## src/rtl/cnt_seq_ctrl.sv

```systemverilog
// Period timer controller: sequences a reloadable down-counter for a configured
// number of periods with start/pause/abort, producing tc, a divided f_out and done.
module cnt_seq_ctrl #(
  parameter int          WIDTH    = 4,
  parameter int unsigned DEF_LOAD = 10,
  parameter int          RPT_W    = 4
) (
  input  logic             clk,
  input  logic             rst,
  input  logic             cfg_we,
  input  logic [WIDTH-1:0] cfg_load,
  input  logic [RPT_W-1:0] cfg_rpt,
  input  logic             start,
  input  logic             pause,
  input  logic             abort,
  output logic             busy,
  output logic [WIDTH-1:0] cnt,
  output logic             tc,
  output logic             f_out,
  output logic             done
);

  typedef enum logic [1:0] {
    IDLE  = 2'd0,
    RUN   = 2'd1,
    PAUSE = 2'd2
  } state_t;

  state_t           state, state_n;
  logic [WIDTH-1:0] load_reg, load_n;
  logic [RPT_W-1:0] rpt_reg, rpt_n;
  logic [RPT_W-1:0] left, left_n;
  logic [WIDTH-1:0] cnt_n;
  logic             f_n, tc_n, done_n;

  assign busy = (state != IDLE);

  always_ff @(posedge clk) begin
    if (rst) begin
      state    <= IDLE;
      load_reg <= WIDTH'(DEF_LOAD);
      rpt_reg  <= RPT_W'(1);
      cnt      <= WIDTH'(DEF_LOAD);
      left     <= '0;
      f_out    <= 1'b0;
      tc       <= 1'b0;
      done     <= 1'b0;
    end else begin
      state    <= state_n;
      load_reg <= load_n;
      rpt_reg  <= rpt_n;
      cnt      <= cnt_n;
      left     <= left_n;
      f_out    <= f_n;
      tc       <= tc_n;
      done     <= done_n;
    end
  end

  always_comb begin
    state_n = state;
    load_n  = load_reg;
    rpt_n   = rpt_reg;
    cnt_n   = cnt;
    left_n  = left;
    f_n     = f_out;
    tc_n    = 1'b0;
    done_n  = 1'b0;
    case (state)
      IDLE: begin
        if (cfg_we) begin
          if (cfg_load != '0) load_n = cfg_load;
          rpt_n = cfg_rpt;
        end
        // load_n/rpt_n already carry a same-cycle config write (bypass into the run)
        cnt_n = load_n;
        if (start) begin
          state_n = RUN;
          f_n     = 1'b0;
          left_n  = rpt_n;
        end
      end
      RUN: begin
        if (abort) begin
          state_n = IDLE;
          cnt_n   = load_reg;
          left_n  = '0;
        end else if (pause) begin
          state_n = PAUSE;
        end else if (cnt > WIDTH'(1)) begin
          cnt_n = cnt - WIDTH'(1);
        end else begin
          cnt_n = load_reg;
          tc_n  = 1'b1;
          f_n   = ~f_out;
          if (rpt_reg != '0) begin
            if (left == RPT_W'(1)) begin
              state_n = IDLE;
              done_n  = 1'b1;
              left_n  = '0;
            end else begin
              left_n = left - RPT_W'(1);
            end
          end
        end
      end
      PAUSE: begin
        if (abort) begin
          state_n = IDLE;
          cnt_n   = load_reg;
          left_n  = '0;
        end else if (!pause) begin
          state_n = RUN;
        end
      end
      default: state_n = IDLE;
    endcase
  end

endmodule

```

## config.mk

```make
export PLATFORM = sky130hd
export DESIGN_NAME = cnt_seq_ctrl
export DESIGN_NICKNAME = d
export VERILOG_FILES = /design/src/rtl/cnt_seq_ctrl.sv
export SDC_FILE = /design/constraint.sdc
export NUM_CORES = 1
export LEC_CHECK = 0
export ABC_CLOCK_PERIOD_IN_PS = 2100
export CAP_MARGIN = 5
export CORE_MARGIN = 2
export CORE_UTILIZATION = 40
export CTS_CLUSTER_SIZE = 8
export DETAILED_ROUTE_END_ITERATION = 8
export DONT_BUFFER_PORTS = 1
export PLACE_DENSITY = 0.64
export SLEW_MARGIN = 30
export SYNTH_ARGS = -nofsm -noshare
export SYNTH_HDL_FRONTEND = slang
export SYNTH_SLANG_ARGS = --single-unit
```

## constraint.sdc

```tcl
create_clock -name clk -period 2.1 [get_ports clk]
set_input_delay 0.21 -clock clk [delete_from_list [all_inputs] [get_ports clk]]
set_output_delay 0.21 -clock clk [all_outputs]
set_load 0.01 [all_outputs]
```

==> impl_metrics.toml, run 1 <==
[die]
die_x_um = 61.23
start_util_pct = 42.56
rows = 20
pin_count = 22
core-area_mm2 = 0.003078
die_y_um = 61.23
dieArea_mm2 = 0.003749

[finish]
diodes = 0
final_util_pct = 46.18
drive_above_1_share_pct = 11.11
finalNonFillerCells = 206
layout-area-overhead-vs-synth_pct = 8.500
nNetsFinal = 185
fillers = 322
ff_latch_area_um2 = 420.4
multi_input_area_um2 = 828.3

[routing]
vias = 1181
final_antenna_net_count = 0
wl_um = 2996
post_drt_wl_per_cell_um = 14.54
first_pass_iters = 4
drt_iter0_drc = 30
drc = 0
via_per_inst = 5.733

[synthesis]
syn_nets = 180
synth_enable_flop_cells = 0
ys_async_sr_fraction_pct = 0
synthCells = 158
synth.avg_cell_area_um2 = 8.291
yosysWarnings = 0
synth_area_mm2 = 0.001310
ys_types = 46
ys.flop_type = "dfxtp_1"
ys_seq_area_share_pct = 32.09
ys_ff_latch = 21

[clock_network]
clock-root-buffer = "clkbuf_4"
htree_levels = 1
cts_tree = "yes"
cts.clk_slew.worst_paths_ns = 0.13
numCtsBuffers = 3
ctsLongestPathBuffers = 2
cts.sinks = 21
clkLatencyLatePin_ns = 0.32

[critical_path]
crit_path_end_kind = "register"
crit_path_start_kind = "register"
critPathArrivalTime_ns = 2.17
path_max_fanout = 6
cp.required_ns = 2.30
path_class = "register to register"

[grt]
grt_max_degree = 20
grt_first_pass_wirelength_um = 5016
antenna_found_initial = 0
grt_pass1_vias = 1102
track_usage_pct = 18.47
grt-ovfl-total = 0

[pwr]
p_leak_nw = 0.5818
netSwitchingFraction_pct = 38.10
power_frac_seq_pct = 44.1
p_int_w = 0.0007344
ir_drop_uv = 295.7
power.share.clock_pct = 17.5
p_per_area_mw_per_mm2 = 834.8
switchingPower_w = 0.0004521
p_comb_share_pct = 38.3

[sta]
finalMaxSlewViolations = 0
fin_skew_ns = 0.01282
slew_headroom_pct = 47.03
fin_setup_tns_ns = 0
fin_crit_sh_pct = 93.99
setup_violations = 0
rsz0062_at_grt = "no"
tightest_slew_ns = 0.7920
finalHoldViolCount = 0
max_freq_ghz = 0.5067
fin_crit_ns = 1.974

[job]
maxCapViolations = 0

[place]
portBuffers = 0
gp_congestion = 0.7756
placed_cells = 200
dp_hpwl_um = 2215

[hold_path]
hold_class = "primary input to register"

[status]
status = "completed"
[path summary, 6_finish.rpt]
check | from | to | slack (ns) | cells past startpoint
max reg2reg | cnt[0] | cnt[2] | 0.13 | 7
max | cnt[0] | cnt[2] | 0.13 | 7
min reg2reg | rpt_reg[1] | rpt_reg[1] | 0.48 | 2
min | cfg_rpt[3] | rpt_reg[3] | 0.04 | 2
[synthesized netlist by cell type (3+ instances only)]
cell type	number	area, um2
dfxtp_1	21	420.4
nor2_1	15	56.30
a21oi_1	13	65.06
inv_1	9	33.78
nand2_1	9	33.78
ha_1	8	100.1
o31ai_1	7	52.55
nor3_1	6	30.03
mux2i_1	5	50.05
clkbuf_1	4	15.01
nand3_1	4	20.02
o21ai_0	4	20.02
a211oi_1	3	22.52
a21o_1	3	22.52
a22oi_1	3	22.52
a31oi_1	3	18.77
buf_2	3	15.01
nand2b_1	3	18.77
o21ai_1	3	15.01
[kinds of logic after synthesis]
logic type	share of synthesized area, %
flops	32.09
xor+xnor	1.337
mux	4.966
compound gates	27.32
simple gates	21.78
fa+ha+maj	7.641
buf+inv	4.870
[per-stage QoR]
step	total power, W	area, um2	hold slack (ns)	setup slack, ns
floorplan	0.0008718	1310	0.2902	0.1501
global placement	0.0009643	1373	0.2793	0.2317
detailed placement	0.0009750	1373	0.2827	0.1729
CTS	0.001188	1409	0.002406	0.1357
global route	0.001283	1421	0.03243	0.03597
finish	0.001187	1421	0.04051	0.1263
[metal layers]
metal | track usage [%] | vias to the layer above | part of all wire (%)
li1 | - | 589 | -
met1 | 21.77 | 567 | 46
met2 | 31.46 | 20 | 48
met3 | 5.252 | 5 | 4.6
met4 | 7.453 | 0 | 1.3
met5 | 0 | - | 0
[placed cells by master, fill, tap and decap left out, types with 5 or more instances in the layout]
cell type / instances
a21oi_1: 13
buf_4: 5
dfxtp_1: 21
ha_1: 7
inv_1: 9
mux2i_1: 5
nand2_1: 9
nor2_1: 15
nor3_1: 6
o31ai_1: 7
[repair_timing]
item,CTS,global route
hold endpoints to repair,19,1
hold buffers,1,1
setup buffers,0,0
endpoints found under the setup margin,0,1
gates resized for setup,0,1
[worst max-delay path: stages, from the launching register on]
cell	delay, ns
dfxtp_1	0.43
inv_1	0.06
ha_1	0.21
or2_1	0.30
a21o_1	0.23
mux2_4	0.31
a221oi_2	0.22
o41ai_1	0.10
[layout make-up]
type | count | share of cell area (%)
Inverter | 9 | 2.377
Tap cell | 44 | 3.873
Timing Repair Buffer | 7 | 4.049
Sequential cell | 21 | 29.58
Clock buffer | 4 | 1.849
Multi-Input combinational cell | 121 | 58.27
[power groups by stage]
stage	registers (W)	logic [W]	clock network, W
2_1_floorplan	0.000522	0.000350	0
3_3_place_gp	0.000528	0.000436	0
3_5_place_dp	0.000530	0.000445	0
4_1_cts	0.000522	0.000453	0.000212
5_1_grt	0.000532	0.000513	0.000237
6_report	0.000523	0.000455	0.000208
No activity file was read; power rests on OpenSTA's default activity.
==> inputs of run 2 (changes only) <==
Settings changed: SLEW_MARGIN 30 to not set.
==> results of run 2 <==
No change in the layout: final DEF, timing and power equal those of run 1.
==> inputs of run 3 (changes only) <==
Settings changed: SLEW_MARGIN set to 20.
==> results of run 3 <==
No change in the layout: final DEF, timing and power equal those of run 1.
